### src/rtl/reaction_game_ctrl_pkg.sv
// Shared types and constants for the reaction-game controller: state encoding,
// counter width and the delay LFSR step.
package reaction_game_ctrl_pkg;
  localparam int COUNT_W = 13;
  localparam logic [COUNT_W-1:0] MS_MAX = 13'h1FFF;

  typedef enum logic [2:0] {
    ST_IDLE = 3'd0,
    ST_ARM  = 3'd1,
    ST_GO   = 3'd2,
    ST_DONE = 3'd3,
    ST_FOUL = 3'd4
  } state_t;

  // Fibonacci x^16+x^14+x^13+x^11, shifting toward the MSB
  function automatic logic [15:0] lfsr_next(input logic [15:0] l);
    return {l[14:0], l[15] ^ l[13] ^ l[12] ^ l[10]};
  endfunction
endpackage

### src/rtl/reaction_delay_lfsr.sv
// Free-running 16-bit LFSR that supplies the random part of the fore-period.
module reaction_delay_lfsr
  import reaction_game_ctrl_pkg::*;
#(
  parameter logic [15:0] SEED = 16'hACE1
) (
  input  logic        Clock,
  input  logic        Reset,
  output logic [15:0] lfsr
);
  always_ff @(posedge Clock) begin
    if (Reset) lfsr <= SEED;
    else       lfsr <= lfsr_next(lfsr);
  end
endmodule

### src/rtl/reaction_game_ctrl.sv
// Reaction-game sequencer: random fore-period, GO light, reaction timing via the
// external ms counter. Define REACTION_BEST_TIME_EN to add the BestTime tracker.
module reaction_game_ctrl
  import reaction_game_ctrl_pkg::*;
#(
  parameter int unsigned MIN_DELAY_MS = 1000,
  parameter int unsigned DELAY_MASK   = 2047,
  parameter int unsigned TIMEOUT_MS   = 8191,
  parameter logic [15:0] LFSR_SEED    = 16'hACE1
) (
  input  logic               Clock,
  input  logic               Reset,
  input  logic               MsTick,
  input  logic               Start,
  input  logic               Button,
  input  logic [COUNT_W-1:0] Count,
  output logic               CntEnable,
  output logic               CntReset,
  output logic               GoLed,
  output logic               Busy,
  output logic [COUNT_W-1:0] Result,
  output logic               ResultValid,
  output logic               FalseStart
`ifdef REACTION_BEST_TIME_EN
  ,
  output logic [COUNT_W-1:0] BestTime
`endif
);
  localparam logic [COUNT_W-1:0] MIN_D   = COUNT_W'(MIN_DELAY_MS);
  localparam logic [COUNT_W-1:0] MASK_D  = COUNT_W'(DELAY_MASK);
  localparam logic [COUNT_W-1:0] TMO_C   = COUNT_W'(TIMEOUT_MS);

  state_t             state, state_nx;
  logic               start_q, button_q;
  logic               start_edge, button_edge;
  logic [COUNT_W-1:0] delay_ms;
  logic [15:0]        lfsr;
  logic               lfsr_unused;
  logic               load_delay, load_result;
  logic [COUNT_W-1:0] result_nx;

  reaction_delay_lfsr #(.SEED(LFSR_SEED)) u_lfsr (
    .Clock (Clock),
    .Reset (Reset),
    .lfsr  (lfsr)
  );

  // the delay only ever needs the low COUNT_W bits of the LFSR
  assign lfsr_unused = ^lfsr[15:COUNT_W];

  assign start_edge  = Start  & ~start_q;
  assign button_edge = Button & ~button_q;

  always_ff @(posedge Clock) begin
    if (Reset) begin
      state      <= ST_IDLE;
      start_q    <= 1'b0;
      button_q   <= 1'b0;
      delay_ms   <= '0;
      Result     <= '0;
      FalseStart <= 1'b0;
    end else begin
      state    <= state_nx;
      start_q  <= Start;
      button_q <= Button;
      if (load_delay)                 delay_ms <= MIN_D + (lfsr[COUNT_W-1:0] & MASK_D);
      else if (state == ST_ARM && MsTick) delay_ms <= delay_ms - COUNT_W'(1);
      if (load_result) Result <= result_nx;
      if (state == ST_FOUL) FalseStart <= 1'b1;
      else if (load_delay)  FalseStart <= 1'b0;
    end
  end

  always_comb begin
    state_nx    = state;
    CntEnable   = 1'b0;
    CntReset    = 1'b1;
    GoLed       = 1'b0;
    Busy        = 1'b0;
    ResultValid = 1'b0;
    load_delay  = 1'b0;
    load_result = 1'b0;
    result_nx   = Count;
    case (state)
      ST_IDLE: begin
        if (start_edge) begin
          state_nx   = ST_ARM;
          load_delay = 1'b1;
        end
      end
      ST_ARM: begin
        Busy = 1'b1;
        if (button_edge)                   state_nx = ST_FOUL;
        else if (MsTick && delay_ms == '0) state_nx = ST_GO;
      end
      ST_GO: begin
        Busy      = 1'b1;
        GoLed     = 1'b1;
        CntReset  = 1'b0;
        CntEnable = MsTick;
        // a press on the timeout cycle still counts as a press
        if (button_edge) begin
          state_nx    = ST_DONE;
          load_result = 1'b1;
        end else if (Count == TMO_C) begin
          state_nx    = ST_DONE;
          load_result = 1'b1;
          result_nx   = TMO_C;
        end
      end
      ST_DONE: begin
        CntReset    = 1'b0;
        ResultValid = 1'b1;
        state_nx    = ST_IDLE;
      end
      ST_FOUL: state_nx = ST_IDLE;
      default: state_nx = ST_IDLE;
    endcase
  end

`ifdef REACTION_BEST_TIME_EN
  logic timeout_q;

  always_ff @(posedge Clock) begin
    if (Reset) begin
      BestTime  <= MS_MAX;
      timeout_q <= 1'b0;
    end else begin
      if (load_result) timeout_q <= ~button_edge;
      if (state == ST_DONE && !timeout_q && Result < BestTime) BestTime <= Result;
    end
  end
`endif
endmodule

### config.mk
export PLATFORM = sky130hd
export DESIGN_NAME = reaction_game_ctrl
export DESIGN_NICKNAME = d
export VERILOG_FILES = /design/src/rtl/reaction_game_ctrl_pkg.sv /design/src/rtl/reaction_delay_lfsr.sv /design/src/rtl/reaction_game_ctrl.sv
export SDC_FILE = /design/constraint.sdc
export NUM_CORES = 1
export LEC_CHECK = 0
export BUFFER_PORTS_ARGS = -buffer_cell sky130_fd_sc_hd__buf_2
export CORE_MARGIN = 5
export CORE_UTILIZATION = 50
export DETAILED_ROUTE_END_ITERATION = 8
export GPL_TIMING_DRIVEN = 0
export PLACE_DENSITY_LB_ADDON = 0.3
export SLEW_MARGIN = 20
export SYNTH_ARGS = -nofsm -noshare
export SYNTH_HDL_FRONTEND = slang
export SYNTH_HIERARCHICAL = 1
export SYNTH_SLANG_ARGS = --single-unit
### constraint.sdc
create_clock -name Clock -period 2.2 [get_ports Clock]
set_clock_uncertainty 0.05 [all_clocks]
set_input_delay 0 -clock Clock [delete_from_list [all_inputs] [get_ports Clock]]
set_output_delay 0 -clock Clock [all_outputs]
set_load 0.005 [all_outputs]
# After elaboration in Yosys (flattened, before gate mapping)

Cells that the tools add are included.
Widths: inputs -> output; s select.

Register bits after elaboration: 48
Input bits: 18
Output and inout port bits: 19

$add $sub $neg: 2
Eq/ne operators: 8
Multiplexer cells: 23
Bitwise logic cells: 7
Reductions and logical operators: 9

Operators by type and width:

| operator               | count |
|---|---|
| $mux 13                | 5 |
| $mux 3                 | 5 |
| $eq 13x13->1 const B   | 1 |
| $logic_not 13->1       | 1 |
| $sub 13x1->13 const B  | 1 |
| $add 10x11->12 const A | 1 |
| $mux 1                 | 12 |
| $pmux 3 s3             | 1 |
| $eq 3x2->1 const B     | 2 |
| $reduce_bool 2->1      | 2 |
| $reduce_or 2->1        | 2 |
| $eq 3x1->1 const B     | 1 |
| $eq 3x3->1 const B     | 1 |
| $logic_not 3->1        | 1 |
| $ne 3x2->1 const B     | 1 |
| $ne 3x3->1 const B     | 1 |
| $reduce_and 3->1       | 1 |
| $xor 1x1->1            | 3 |
| $and 1x1->1            | 2 |
| $logic_and 1x1->1      | 2 |
| $ne 2x2->1 const B     | 1 |
| $not 1->1              | 2 |

# Logic depth before layout (Yosys ltp)

Depth after elaboration: 6
Mapped depth: 6
Depth with buffers taken out: 6

# Cells and area by module

The synthesis kept the hierarchy.

By module, submodules not included:

| module              | instances | cells each | area an instance (µm²) |
|---|---|---|---|
| reaction_game_ctrl  | 1         | 202        | 1685.4 |
| reaction_delay_lfsr | 1         | 36         | 454.2 |

# Least setup slack after synthesis

Ideal clock, no wire load.

Path kind: reg2reg
Start point: register delay_ms[0]
End point: register delay_ms[6]
Setup time: 86 ps
Arrival time: 1810 ps
Required time: 2064 ps
Slack: 255 ps
Stages on the path, launching flop included: 7
Buffers on the path: 0
Clock period less this slack: 1945 ps
Path through: dfxtp_1 > inv_1 > ha_1 > or3b_2 > or4_1 > xor2_1 > a211oi_1

Word-level cells in the longest chain between the ends: 3

Ends and longest elaborated chain:

| item                     | line                     | RTL |
|---|---|---|
| start: declaration       | reaction_game_ctrl.sv:36 | `logic [COUNT_W-1:0] delay_ms;` |
| start signal: assignment | reaction_game_ctrl.sv:66 | `if (load_delay) delay_ms <= MIN_D + (lfsr[COUNT_W-1:0] & MASK_D);` |
| start signal: assignment | reaction_game_ctrl.sv:67 | `else if (state == ST_ARM && MsTick) delay_ms <= delay_ms - COUNT_W'(1);` |
| $sub 13x1->13            | reaction_game_ctrl.sv:67 |  |
| $mux 13                  | reaction_game_ctrl.sv:67 |  |
| $mux 13                  | reaction_game_ctrl.sv:66 |  |

Every way passes these cells. The select of a mux whose other input is x is not followed.
A chain may end at the register's enable or synchronous reset.

# Worst setup path in the final report

Ends and elaborated chain as after synthesis.

==> results.md <==
STA:
- At the pin with the least slew margin, the transition time is approximately 0.73 ns.
- The final-report hold violation count came to 0.
- The number of endpoints failing setup at the final stage is 0.
- The timing-limited maximum frequency is 479 MHz.
- The number of max-slew violations in the final report is 0.
- The post-route clock period utilization is 0.949.
- The post-layout minimum cycle time is around 2.1 ns.
- The worst pin sits at a relative slew slack of 0.508.
- Setup repair after global routing left no endpoint under its margin.

CTS:
- The insertion delay of the later-clocked pin in the worst-skew pair is about 0.3 ns.
- The number of levels the H-tree was split into is 2.
- Once the clock tree was built, the setup fixing pass inserted 0 buffers.
- The clock-pin slew on the worst setup and hold paths is 0.09 ns.
- The largest buffer count on any clock path is 2.
- The number of clock sinks seen by CTS is 48.
- The CTS tree is yes.
- The number of clock buffers added by TritonCTS is 5.
- The cell at the root of the clock tree is sky130_fd_sc_hd__clkbuf_8.

Routing:
- In the routed layout, each cell is associated on average with a via count of roughly 5.5.
- For this run, design rule violations remaining after detail routing come to 0.
- The average detailed-routed wire length per instance is ~14 microns.
- The final wirelength is approximately 4.9 mm.
- The detailed-route via count is approximately 1900.
- The post-route antenna net violation count is 0.
- The first-iteration detailed-routing DRC count is 95.
- The number of detailed-routing iterations run before antenna repair is 5.

Cells and area:
- In the final layout, the share of cells above drive strength 1 is 0.179.
- The utilization after layout is 0.641.
- The diode insertion count for antenna repair is 0.
- The post-route cell area is about 2600 sq um.
- The sequential cells in the finished layout cover a total of just under 1000 sq um.
- The area growth from synthesis to layout is 22.3%.
- The count of placed standard cells in the final layout, fillers left out is around 350.
- The final-stage net count is roughly 320.
- The filler cell count is 356.
- Summing all multi-input logic gate instances after layout gives between 1000 and 1500 sq um.

Placed design:
- Once placement finished, the instance area stood at 2390 sq um.
- Port buffering added 36 buffers.
- The congestion estimate from routability-driven global placement came to 0.913.
- The post-detailed-placement half-perimeter wirelength is between 3 and 4 mm.
- Including well taps, the total number of placed cells is roughly 320.

Hold path:
- The startpoint identified for the worst hold timing path is Count[12].
- The tightest min-delay check is of the input pin to register type.

Global routing:
- The peak-usage layer in the global routing report is met2.
- For this run, the total global-route usage over all layers was measured as 0.187.
- For met1 alone, demand over resource in global routing was 0.230.
- For this run, global-route usage on met2 was measured as 0.305.
- The first global-routing pass estimated 8.17 mm of wire.
- For this run the aggregate overflow at the end of global routing stands at 0.
- The via count of the first global-routing pass is around 1800.
- The initial antenna violation count is 0.
- For met3 alone, demand over resource in global routing was 0.0409.
- The maximum number of pins on one net before global-route repair is 14.

Worst setup path:
- The worst register-to-register path begins at delay_ms[0].
- The critical path in this run is classified as register to register.
- Of all nets on the critical path, the largest fanout is 4.
- The worst setup path is captured at a register.
- The capturing instance or port of the critical path is delay_ms[6].
- The data arrival time at the worst-slack endpoint is between 2 and 2.5 ns.
- The endpoint required time on the critical path is ~2.4 ns.
- Counting cells, the worst reg-to-reg path comes to 6.
- Setup slack on the worst reg-to-reg path comes out at 0.11 ns.
- The start point of the critical path is delay_ms[0].
- The sort of element at the start of the critical path is a register.
- The endpoint identified for the worst register-to-register timing path is delay_ms[6].

Synthesis:
- In the synthesized netlist, the cells that appear most often are 48 x sky130_fd_sc_hd__dfxtp_1, 22 x sky130_fd_sc_hd__nor2_1, 20 x sky130_fd_sc_hd__a211oi_1.
- In the synthesized netlist the dominant register cell turns out to be sky130_fd_sc_hd__dfxtp_1.
- The synthesized design contains between 40 and 50 register bits.
- The synthesized design contains 0 enable-type register cells.
- The biggest area consumer among synthesized cells is sky130_fd_sc_hd__dfxtp_1.
- The portion of synthesized cell area occupied by the leading cell type is 0.449.
- Sorting the synthesized cells by area gives the leading types as sky130_fd_sc_hd__dfxtp_1 45%, sky130_fd_sc_hd__a211oi_1 7.0%, sky130_fd_sc_hd__nor2_1 3.9%, sky130_fd_sc_hd__xor2_1 3.7%, sky130_fd_sc_hd__nor2b_1 3.5%.
- The cell count after synthesis is 238.
- During synthesis, Yosys emitted a total of 6 warnings.
- The post-synthesis net count is ~260.
- Counting distinct cell types in the post-synthesis netlist gives 48.
- In this run the cell area of the synthesized design comes to around 2100 sq um.
- In the post-synthesis netlist, the cell with the most instances is sky130_fd_sc_hd__dfxtp_1.
- After synthesis, the share of flip-flops with an asynchronous set or reset is 0.
- Averaged over all synthesized cells, the footprint is approximately 9 sq um.
- The sequential element share of the synthesized area is 0.449.

Floorplan:
- From bottom edge to top edge, the die measures roughly 75 microns.
- The floorplan step set the die width to approximately 75 microns.
- The die covers around 5700 sq um.
- For this configuration, the core starts out at a cell density of 0.524.
- The core region is around 4100 sq um.
- Pin placement for this block handled 37 I/O pins.
- The count of standard-cell rows is 23.

Pwr:
- IR analysis of the VDD net gives a maximum drop of roughly 0.42 mV.
- The design draws approximately 1.9 mW.
- In this run the power density over the cells is about 720 nW/um^2.
- The leakage power total is between 1 and 1.5 nW.

Outcome:
- The run finished with clean final reports.

Job:
- The number of max-cap violations is 0.
[cell usage in the layout (no fill, tap or decap), types with 2 or more instances in the layout]
cell and n:
sky130_fd_sc_hd__nand3_1 7, sky130_fd_sc_hd__nand2_1 8, sky130_fd_sc_hd__buf_2 38, sky130_fd_sc_hd__or4_1 6
sky130_fd_sc_hd__or2_1 7, sky130_fd_sc_hd__inv_1 16, sky130_fd_sc_hd__xor2_1 9, sky130_fd_sc_hd__nand2b_1 6
sky130_fd_sc_hd__a21oi_1 9, sky130_fd_sc_hd__nand4_1 3, sky130_fd_sc_hd__dlygate4sd3_1 15, sky130_fd_sc_hd__clkbuf_1 9
sky130_fd_sc_hd__ha_1 3, sky130_fd_sc_hd__nand3b_1 2, sky130_fd_sc_hd__a2bb2oi_1 2, sky130_fd_sc_hd__nor2b_1 12
sky130_fd_sc_hd__a31oi_1 3, sky130_fd_sc_hd__a211oi_1 20, sky130_fd_sc_hd__xnor2_1 4, sky130_fd_sc_hd__clkbuf_8 5
sky130_fd_sc_hd__o21ai_0 3, sky130_fd_sc_hd__nor3_1 4, sky130_fd_sc_hd__and2_1 2, sky130_fd_sc_hd__nor3b_1 2
sky130_fd_sc_hd__nor4_1 4, sky130_fd_sc_hd__a2111oi_0 2, sky130_fd_sc_hd__nor2_1 22, sky130_fd_sc_hd__dfxtp_1 48
[final cells by class]
cell class,instances,area share
buffer,12,0.0201
clock buffer,6,0.0277
inverter,16,0.0229
timing repair buffer,51,0.126
sequential,48,0.367
clock inverter,1,0.00191
multi-input combinational,162,0.410
tap,50,0.0239
[critical path, cell delays in order (launching register included)]
cell and delay [ns]:
sky130_fd_sc_hd__dfxtp_1 0.33, sky130_fd_sc_hd__inv_1 0.12, sky130_fd_sc_hd__ha_1 0.21, sky130_fd_sc_hd__or3b_2 0.49, sky130_fd_sc_hd__or4_1 0.43, sky130_fd_sc_hd__xor2_1 0.16
sky130_fd_sc_hd__a211oi_1 0.21
[power by group]
part,switching [mW],internal (mW),total (mW),leakage (nW)
Sequential,0.0601,0.942,1.00,0.395
Clock,0.273,0.216,0.490,0.0410
Combinational,0.217,0.182,0.398,0.595
Total,0.550,1.34,1.89,1.03
[stage by stage]
stage	TNS (ns)	hold slack [ns]	setup slack (ns)
2_1_floorplan	0	0.0216	0.255
3_5_place_dp	0	0.191	0.128
4_1_cts	0	0.0629	0.101
6_report	0	0.0675	0.113
5_1_grt	0	0.0885	0.00339
3_3_place_gp	-0.0510	0.178	-0.0510
[registers in the layout (all words and copies together), names as in the netlist]
signal and cells:
state 3, u_lfsr/lfsr 16, button_q 1, Result 13
delay_ms 13, start_q 1, FalseStart 1
[worst min-delay path by stage]
stage | slack, ns | cells past startpoint | end
2_1_floorplan | 0.02 | 1 | u_lfsr/lfsr[12]
3_5_place_dp | 0.19 | 2 | start_q
6_report | 0.07 | 4 | Result[12]
5_1_grt | 0.09 | 4 | Result[12]
3_3_place_gp | 0.18 | 2 | start_q
4_1_cts | 0.06 | 4 | Result[12]
[cells by family after synthesis]
group	Yosys count	synth area share
buf+inv	28	0.0520
xor+xnor	13	0.0532
simple gates	95	0.254
compound gates	51	0.174
fa+ha+maj	3	0.0175
flops	48	0.449
[what timing repair did]
action	4_1_cts	5_1_grt
resized for setup	0	2
hold buffers	15	0
setup endpoints to repair	0	4
endpoints found under the hold margin	20	0
[metal layers]
layer	wire length (microns)	vias up
li1	-	965
met1	2290	879
met2	2260	56
met3	235	13
met4	121	0
met5	0	-
Power figures use the tool's default switching activity.
